**config.mk**
```make
export PLATFORM = sky130hd
export DESIGN_NAME = fetch_queue
export DESIGN_NICKNAME = d
export VERILOG_FILES = /design/src/rtl/fetch_queue.sv
export SDC_FILE = /design/constraint.sdc
export NUM_CORES = 1
export LEC_CHECK = 0
export ABC_AREA = 1
export CAP_MARGIN = 20
export CELL_PAD_IN_SITES_DETAIL_PLACEMENT = 0
export CELL_PAD_IN_SITES_GLOBAL_PLACEMENT = 1
export CORE_AREA = 2 2 209 211
export CTS_CLUSTER_DIAMETER = 60
export DETAILED_ROUTE_END_ITERATION = 16
export DIE_AREA = 0 0 211 213
export GPL_TIMING_DRIVEN = 0
export PLACE_DENSITY_LB_ADDON = 0.1
export SLEW_MARGIN = 20
export SYNTH_ARGS = -nofsm -noshare
export SYNTH_HDL_FRONTEND = slang
export SYNTH_SLANG_ARGS = --single-unit
```
**constraint.sdc**
```tcl
create_clock -name clk -period 8.3 [get_ports clk]
set_input_delay 1.66 -clock clk [delete_from_list [all_inputs] [get_ports clk]]
set_output_delay 1.66 -clock clk [all_outputs]
set_load 0.05 [all_outputs]
```
**src/rtl/fetch_queue.sv**
```systemverilog
// Instruction-fetch front end: in-order requests to a pipelined imem, a DEPTH-entry
// prefetch queue toward decode, and flush on branch/ERET/interrupt redirects.
module fetch_queue #(
    parameter int unsigned       ADDR_W    = 32,
    parameter int unsigned       DATA_W    = 32,
    parameter int unsigned       DEPTH     = 4,
    parameter logic [ADDR_W-1:0] RESET_PC  = 32'h0000_3000,
    parameter logic [ADDR_W-1:0] EXC_ENTRY = 32'h0000_4180,
    parameter logic [ADDR_W-1:0] TEXT_LO   = 32'h0000_3000,
    parameter logic [ADDR_W-1:0] TEXT_HI   = 32'h0000_4ffc
) (
    input  logic              clk,
    input  logic              reset,
    input  logic              irq,
    input  logic              redirect_valid,
    input  logic [ADDR_W-1:0] redirect_pc,
    output logic              imem_req,
    output logic [ADDR_W-1:0] imem_addr,
    input  logic              imem_rvalid,
    input  logic [DATA_W-1:0] imem_rdata,
    input  logic              d_ready,
    output logic              d_valid,
    output logic [DATA_W-1:0] d_instr,
    output logic [ADDR_W-1:0] d_pc,
    output logic [ADDR_W-1:0] d_pcplus4,
    output logic              d_error
);

    localparam int unsigned PW = $clog2(DEPTH);
    localparam int unsigned CW = $clog2(DEPTH) + 1;
    localparam int unsigned SW = CW + 1;

    logic [ADDR_W-1:0] r_fetch_pc;
    logic [ADDR_W-1:0] r_q_pc    [DEPTH];
    logic [DATA_W-1:0] r_q_instr [DEPTH];
    logic [DEPTH-1:0]  r_q_err;
    logic [PW-1:0]     r_rd_ptr;
    logic [PW-1:0]     r_wr_ptr;
    logic [CW-1:0]     r_count;
    logic [CW-1:0]     r_inflight;
    logic [CW-1:0]     r_drop;
    logic              r_halted;
    logic [ADDR_W-1:0] r_ipc     [DEPTH];
    logic [PW-1:0]     r_ipc_rd;
    logic [PW-1:0]     r_ipc_wr;

    logic              w_flush;
    logic [ADDR_W-1:0] w_target;
    logic [SW-1:0]     w_used;
    logic              w_credit;
    logic              w_legal;
    logic              w_issue;
    logic              w_err_enq;
    logic              w_rsp_enq;
    logic              w_enq;
    logic              w_pop;
    logic [ADDR_W-1:0] w_enq_pc;
    logic [DATA_W-1:0] w_enq_instr;

    always_comb begin
        w_flush   = irq | redirect_valid;
        w_target  = irq ? EXC_ENTRY : redirect_pc;
        w_used    = {1'b0, r_count} + {1'b0, r_inflight};
        // reset gates the request so all outputs stay low while it is asserted
        w_credit  = reset && !r_halted && !w_flush && (w_used < SW'(DEPTH));
        w_legal   = (r_fetch_pc >= TEXT_LO) && (r_fetch_pc <= TEXT_HI) &&
                    (r_fetch_pc[1:0] == 2'b00);
        w_issue   = w_credit && w_legal;
        // the error entry waits until every older live response has been queued
        w_err_enq = w_credit && !w_legal && (r_inflight == r_drop);
        w_rsp_enq = imem_rvalid && !w_flush && (r_drop == '0);
        w_enq     = w_rsp_enq || w_err_enq;
        w_pop     = d_valid && d_ready && !w_flush;

        w_enq_pc    = w_rsp_enq ? r_ipc[r_ipc_rd] : r_fetch_pc;
        w_enq_instr = w_rsp_enq ? imem_rdata : '0;
    end

    assign imem_req  = w_issue;
    assign imem_addr = w_issue ? r_fetch_pc : '0;

    assign d_valid   = (r_count != '0);
    assign d_pc      = d_valid ? r_q_pc[r_rd_ptr] : '0;
    assign d_pcplus4 = d_valid ? r_q_pc[r_rd_ptr] + ADDR_W'(4) : '0;
    assign d_instr   = d_valid ? r_q_instr[r_rd_ptr] : '0;
    assign d_error   = d_valid && r_q_err[r_rd_ptr];

    always_ff @(posedge clk or negedge reset) begin
        if (!reset) begin
            r_fetch_pc <= RESET_PC;
            r_rd_ptr   <= '0;
            r_wr_ptr   <= '0;
            r_count    <= '0;
            r_inflight <= '0;
            r_drop     <= '0;
            r_halted   <= 1'b0;
            r_ipc_rd   <= '0;
            r_ipc_wr   <= '0;
            r_q_err    <= '0;
        end else begin
            if (w_flush) begin
                r_fetch_pc <= w_target;
                r_halted   <= 1'b0;
                r_count    <= '0;
                r_rd_ptr   <= '0;
                r_wr_ptr   <= '0;
                // everything still outstanding after this cycle's response is stale
                r_drop     <= r_inflight - CW'(imem_rvalid);
            end else begin
                if (w_issue)
                    r_fetch_pc <= r_fetch_pc + ADDR_W'(4);
                if (w_err_enq)
                    r_halted <= 1'b1;
                if (w_enq) begin
                    r_q_err[r_wr_ptr] <= !w_rsp_enq;
                    r_wr_ptr          <= r_wr_ptr + PW'(1);
                end
                if (w_pop)
                    r_rd_ptr <= r_rd_ptr + PW'(1);
                r_count <= r_count + CW'(w_enq) - CW'(w_pop);
                if (imem_rvalid && (r_drop != '0))
                    r_drop <= r_drop - CW'(1);
            end
            r_inflight <= r_inflight + CW'(w_issue) - CW'(imem_rvalid);
            if (w_issue)
                r_ipc_wr <= r_ipc_wr + PW'(1);
            if (imem_rvalid)
                r_ipc_rd <= r_ipc_rd + PW'(1);
        end
    end

    // payload storage needs no reset; d_* are masked by d_valid
    always_ff @(posedge clk) begin
        if (w_enq) begin
            r_q_pc[r_wr_ptr]    <= w_enq_pc;
            r_q_instr[r_wr_ptr] <= w_enq_instr;
        end
        if (w_issue)
            r_ipc[r_ipc_wr] <= r_fetch_pc;
    end

endmodule

```
==> qor.yml, run 1 <==
final_layout:
  fin_util_pct: 57.4
  nets: 2409
  diodes: 0
  final_common_cell: "nand2_1"
  final_cells: 2898
  drive_gt1_share_pct: 7.40
  most-common-layout-cells: "463 x nand2_1, 410 x nor2_1, 384 x edfxtp_1"
  syn_to_final_growth_pct: 21.4
  fillers: 3680
timing:
  final.setup.tns_ps: 0
  clock_skew_ps: 18.5
  finalCriticalPeriod_ps: 6140
  slew_violations: 0
  relSlewSlack_pct: 26.5
  rsz0062_at_grt: "no"
  fmax_mhz: 163
  layout_worst_path_cycle_share_pct: 74.0
  hold_violations: 0
  worst_slew_pin_slew_ps: 1100
  finalSetupViolCount: 0
run:
  maxCapViolations: 0
critical_path:
  slowest_stage: "clkdlybuf4s50_1"
  path_cells: "clkdlybuf4s50_1, inv_1, nand2_1, inv_1, nand4_1, inv_1, nand2_1, clkbuf_1, nor2_1, clkdlybuf4s50_1"
  critPathMostFrequentCell: "inv_1"
  required_ps: 6640
  r2r_cells: 13
  start_kind: "primary input"
  r2r_slack_ps: 5030
  r2r_start: "r_count[1]"
  crit_path_max_incr_delay_ps: 740
  rr_endpoint: "r_count[2]"
  endpoint_kind: "primary output"
  critPathMaxFanout: 10
  critPathKind: "primary input to primary output"
  arrival_ps: 4480
global_routing:
  grt_pass1_vias: 14270
  grt_max_degree: 43
  grt_pass1_wl_um: 82900
  grt_use_total_pct: 24.7
  overflow: 0
  antenna_found_initial: 0
logic_synthesis:
  synth-seq-area-share_pct: 63.8
  synth_edf_count: 384
  synth_area_um2: 20200
  synth-main-ff-cell: "edfxtp_1"
  ys_types: 36
  synth-seq-cells: 438
  yosysWarningCount: 0
  async_reset_ff_share_pct: 12.3
  syn_inst: 2061
  avgSynthCellArea_um2: 9.80
clock_tree:
  insertion_delay_ps: 570
  numCtsBuffers: 45
  clkTransAtPathRegs_ps: 60
  cts_tree: "done"
  holdBufCountCts: 0
  clk_path_buf_depth: 3
  cts_resized: 0
  clkSinkCount: 438
  cts_max_level: 2
  cts-root-buf: "clkbuf_16"
  cts_setup_buffers: 0
detailed_routing:
  ant_nets: 0
  wl_per_cell_um: 19.0
  vias: 15114
  avgViaCountPerCell: 5.22
  drc: 0
  drt_iter0_drc: 1323
  finalWirelength_um: 55200
  drt_first_pass_iters: 6
floorplanning:
  die_w_um: 211
  core_area_um2: 42700
  die_h_um: 213
  io_pins: 201
  row_count: 76
  fp.dieArea_um2: 44900
  initial_core_util_pct: 47.3
min_path:
  hold-path-cell-count: 2
  hold_class: "register to register"
  hp-start: "r_q_err[3]"
  hold_end: "r_q_err[3]"
power:
  power.density_nw_per_um2: 220
  leakagePower_nw: 9.61
  ir_drop_mv: 0.227
  p_total_mw: 5.40
place:
  globalplace.congestion: 0.887
  io_buffers: 181
  dp_cells: 2815
  place.detailed.hpwl_um: 38400
outcome:
  status: "finished, final reports clean"
[Yosys cell counts, types with 6 or more instances]
| master | count | share of area, % |
|---|---|---|
| a21oi_1 | 49 | 1.2 |
| a31oi_1 | 6 | 0.19 |
| buf_1 | 16 | 0.30 |
| buf_2 | 21 | 0.52 |
| buf_4 | 23 | 0.85 |
| buf_6 | 12 | 0.67 |
| clkbuf_1 | 48 | 0.89 |
| dfrtp_1 | 52 | 6.4 |
| edfxtp_1 | 384 | 57 |
| ha_1 | 21 | 1.3 |
| inv_1 | 132 | 2.5 |
| nand2_1 | 463 | 8.6 |
| nand2_2 | 11 | 0.34 |
| nand3_1 | 98 | 2.4 |
| nand4_1 | 11 | 0.34 |
| nor2_1 | 415 | 7.7 |
| nor2_2 | 13 | 0.40 |
| nor3_1 | 11 | 0.27 |
| o21ai_0 | 207 | 5.1 |
| o22ai_1 | 26 | 0.81 |
| xor2_1 | 15 | 0.65 |
[where the power goes]
part           internal (mW)  total [mW]  switching (mW)
clock network           1.22        2.04           0.818
registers               2.47        2.52          0.0540
logic                  0.264       0.839           0.575
[worst max-delay path: cells and delay by family]
family	cells	cell delay, ps
AND/OR/NAND/NOR	4	650
buffers and inverters	6	2160
[sequential cells by signal, summed over array words and instances (netlist names), 3 cells and up]
register    count
r_q_err         4
r_q_pc        128
r_ipc         128
r_fetch_pc     32
r_count         3
r_inflight      3
r_q_instr     128
r_drop          3
[kinds of logic after synthesis]
kind of cell             count (synthesis)  synth area share (%)
AO/OA/AOI/OAI                          295                  7.60
XOR/XNOR                                20                 0.867
adder cells (fa/ha/maj)                 23                  1.50
buffers and inverters                  258                  5.92
flip-flops                             438                  63.8
other                                    1                0.0186
AND/OR/NAND/NOR                       1026                  20.3
[cell type report]
class / count / area [um^2] / share of cell area (%)
Buffer: 121 / 668 / 2.72
Clock buffer: 59 / 1260 / 5.14
Clock inverter: 24 / 240 / 0.979
Inverter: 137 / 537 / 2.19
Multi-Input combinational cell: 1383 / 6220 / 25.3
Sequential cell: 438 / 12900 / 52.5
Tap cell: 546 / 683 / 2.79
Timing Repair Buffer: 190 / 2030 / 8.30
[stage by stage]
step | hold WS, ps | setup slack [ps] | cell area, um^2
floorplan | 437 | 3690 | 20300
global placement | 451 | 76.9 | 22800
detailed placement | 459 | 2140 | 23000
CTS | 474 | 2130 | 24500
global route | 503 | 1980 | 24500
finish | 471 | 2160 | 24500
[layer usage]
| layer | vias up | wire [um] | GRT usage, % | share of wire [%] |
|---|---|---|---|---|
| met1 | 7126 | 24300 | 34.1 | 44 |
| li1 | 7369 | - | - | - |
| met5 | - | 0 | 0 | 0 |
| met4 | 0 | 1390 | 7.63 | 2.5 |
| met2 | 524 | 26300 | 41.3 | 48 |
| met3 | 95 | 3220 | 3.03 | 5.8 |
[worst max path at each step]
stage / start / endpoint / slack, ps
floorplan: redirect_valid / imem_addr[12] / 3690
global placement: reset / r_ipc[3][9] / 80
detailed placement: irq / imem_addr[3] / 2140
CTS: irq / imem_addr[3] / 2130
global route: irq / imem_addr[12] / 1980
finish: irq / imem_addr[3] / 2160
Note: power is estimated with default switching activity, not from simulation.
==> run 2: changes to the inputs <==
- CORE_AREA: 2 2 209 211 -> 2 2 215 217
- DIE_AREA: 0 0 211 213 -> 0 0 217 219
- clock period: 8.3 -> 5.8 ns (I/O delays scaled with it)
==> qor.yml, run 2 (synthesis results as in run 1) <==
outcome:
  status: "finished, final reports clean"  # unchanged
timing:
  fmax_mhz: 194
  setup_slack_ps: 643  # was 2160 ps
  rsz0062_at_grt: "no"  # unchanged
  finalCriticalPeriod_ps: 5160
  layout_worst_path_cycle_share_pct: 88.9
  hold_violations: 0  # unchanged
  finalSetupViolCount: 0  # unchanged
  clock_skew_ps: 19.7  # was 18.5 ps
  slew_violations: 0  # unchanged
  relSlewSlack_pct: 31.0  # was 26.5%
  worst_slew_pin_slew_ps: 1020  # was 1100 ps
  final.setup.tns_ps: 0  # unchanged
global_routing:
  use_met3_pct: 3.59  # was 3.03%
  use_met2_pct: 38.3  # was 41.3%
  overflow: 0  # unchanged
  grt_pass1_wl_um: 84100  # was 82,900 um
  busiest_layer: "met2"  # unchanged
  gr-usage-met1_pct: 32.0  # was 34.1%
  grt_max_degree: 45  # was 43
  grt_use_total_pct: 23.4  # was 24.7%
  antenna_found_initial: 0  # unchanged
  grt_pass1_vias: 14360  # was 14,270
final_layout:
  drive_gt1_share_pct: 7.78  # was 7.40%
  largest_registers: "r_ipc x128, r_q_instr x128, r_q_pc x128"  # unchanged
  nets: 2409  # unchanged
  diodes: 0  # unchanged
  syn_to_final_growth_pct: 22.1  # was 21.4%
  most-common-layout-cells: "463 x nand2_1, 410 x nor2_1, 384 x edfxtp_1"  # unchanged
  final_cells: 2953  # was 2,898
  final_common_cell: "nand2_1"  # unchanged
clock_tree:
  clkSinkCount: 438  # unchanged
  clkTransAtPathRegs_ps: 60  # about the same
  numCtsBuffers: 45  # unchanged
  cts_setup_buffers: 0  # unchanged
  holdBufCountCts: 0  # unchanged
  cts-root-buf: "clkbuf_16"  # unchanged
  clk_path_buf_depth: 3  # unchanged
  cts_max_level: 2  # unchanged
  cts_resized: 0  # unchanged
  cts_tree: "done"  # unchanged
  insertion_delay_ps: 580  # was 570 ps
place:
  dpl_worst_slack_ps: 610  # was 2140 ps
  place.detailed.hpwl_um: 39100  # was 38,400 um
  io_buffers: 181  # unchanged
  globalplace.congestion: 0.887  # about the same
  dp_cells: 2869  # was 2,815
critical_path:
  arrival_ps: 4000  # was 4480 ps
  slowest_stage: "clkdlybuf4s50_1"  # unchanged
  required_ps: 4640  # was 6640 ps
  critPathMostFrequentCell: "inv_1"  # unchanged
  path_cells: "clkdlybuf4s50_1, inv_1, nand2_1, inv_1, nand4_1, inv_1, nand2_1, clkbuf_1, nor2_1, clkdlybuf4s50_1"  # unchanged
  endpoint_kind: "primary output"  # unchanged
  critPathMaxFanout: 10  # unchanged
  start_kind: "primary input"  # unchanged
  crit_path_max_incr_delay_ps: 740  # about the same
  critPathKind: "primary input to primary output"  # unchanged
detailed_routing:
  finalWirelength_um: 55800  # was 55,200 um
  ant_nets: 0  # unchanged
  avgViaCountPerCell: 5.11  # was 5.22
  vias: 15078  # was 15,114
  drc: 0  # unchanged
  wl_per_cell_um: 18.9  # was 19.0 um
  drt_iter0_drc: 1043  # was 1,323
  drt_first_pass_iters: 5  # was 6
power:
  ir_drop_mv: 0.222  # was 0.227 mV
  leakagePower_nw: 9.65  # was 9.61 nW
  p_clk_share_pct: 38.6  # was 37.8%
  power.internal_mw: 5.74  # was 3.95 mW
  pwr-share-seq_pct: 46.0  # was 46.7%
  p_switching_mw: 2.10  # was 1.45 mW
  comb_power_share_pct: 15.3  # was 15.5%
  power.density_nw_per_um2: 318  # was 220 nW/um^2
  p_sw_share_pct: 26.8  # about the same
min_path:
  hold_class: "register to register"  # unchanged
floorplanning:
  initial_core_util_pct: 44.8  # was 47.3%
  io_pins: 201  # unchanged
  fp.dieArea_um2: 47500  # was 44,900 um^2
  die_w_um: 217  # was 211 um
  core_area_um2: 45100  # was 42,700 um^2
  die_h_um: 219  # was 213 um
  row_count: 78  # was 76
run:
  maxCapViolations: 0  # unchanged
==> run 2: power by group through the flow <==
stage / logic, mW / clock network [mW] / registers (mW)
5_1_grt: 1.34 / 3.19 / 3.62
3_3_place_gp: 1.16 / 0 / 3.67
2_1_floorplan: 0.787 / 0 / 3.65
4_1_cts: 1.20 / 3.07 / 3.61
6_report: 1.20 / 3.03 / 3.61
3_5_place_dp: 1.20 / 0 / 3.67
==> run 2: final cells by class <==
class                           instances  area (um^2)
Buffer                                121          668
Clock buffer                           52         1220
Clock inverter                         32          345
Fill cell                            4029        20400
Inverter                              137          537
Multi-Input combinational cell       1383         6220
Sequential cell                       438        12900
Tap cell                              600          751
Timing Repair Buffer                  190         2030
==> run 2: per-layer routing <==
layer | share of wire, % | vias to the layer above
met5 | 0 | -
met4 | 2.8 | 0
met3 | 5.2 | 85
met2 | 47 | 424
met1 | 45 | 7184
li1 | - | 7385
==> run 2: worst max-delay path, delay by kind of cell <==
family,cells,cell delay (ps)
buffers and inverters,6,2140
and+or+nand+nor,4,690
==> run 2: final timing paths <==
check / startpoint / endpoint / slack (ps) / depth (start not counted)
setup / recovery: irq / imem_addr[12] / 640 / 10
hold / removal: r_q_err[0] / r_q_err[0] / 470 / 2
setup reg to reg: r_count[1] / r_count[2] / 2550 / 13
hold reg to reg: r_q_err[0] / r_q_err[0] / 470 / 2
max in group asynchronous: reset / r_fetch_pc[12] / 4710 / 2
min in group asynchronous: reset / r_inflight[0] / 520 / 1
==> run 2: per-stage QoR <==
| stage | hold slack (ps) | power (mW) | utilization, % | instance area, um^2 |
|---|---|---|---|---|
| floorplan | 437 | 4.43 | - | 20300 |
| global placement | 451 | 4.84 | 50.6 | 22800 |
| detailed placement | 461 | 4.87 | 51.2 | 23100 |
| CTS | 477 | 7.88 | 54.7 | 24700 |
| global route | 502 | 8.14 | 54.7 | 24700 |
| finish | 473 | 7.84 | 54.7 | 24700 |
==> run 3: changes to the inputs <==
--- a/config.mk
+++ b/config.mk
@@ -17,2 +17,3 @@
 export PLACE_DENSITY_LB_ADDON = 0.1
+export SKIP_LAST_GASP = 1
 export SLEW_MARGIN = 20
--- a/constraint.sdc
+++ b/constraint.sdc
@@ -3,2 +3,2 @@
 set_output_delay 1.16 -clock clk [all_outputs]
-set_load 0.05 [all_outputs]
+set_load 0.005 [all_outputs]
==> results of run 3 <==
The final DEF is identical to that of run 2. Status: finished, final reports clean.
Among the figures that moved: setup slack after placement 610 ps -> 867 ps; setup slack after layout 643 ps -> 899 ps; total power 7.84 mW -> 7.77 mW
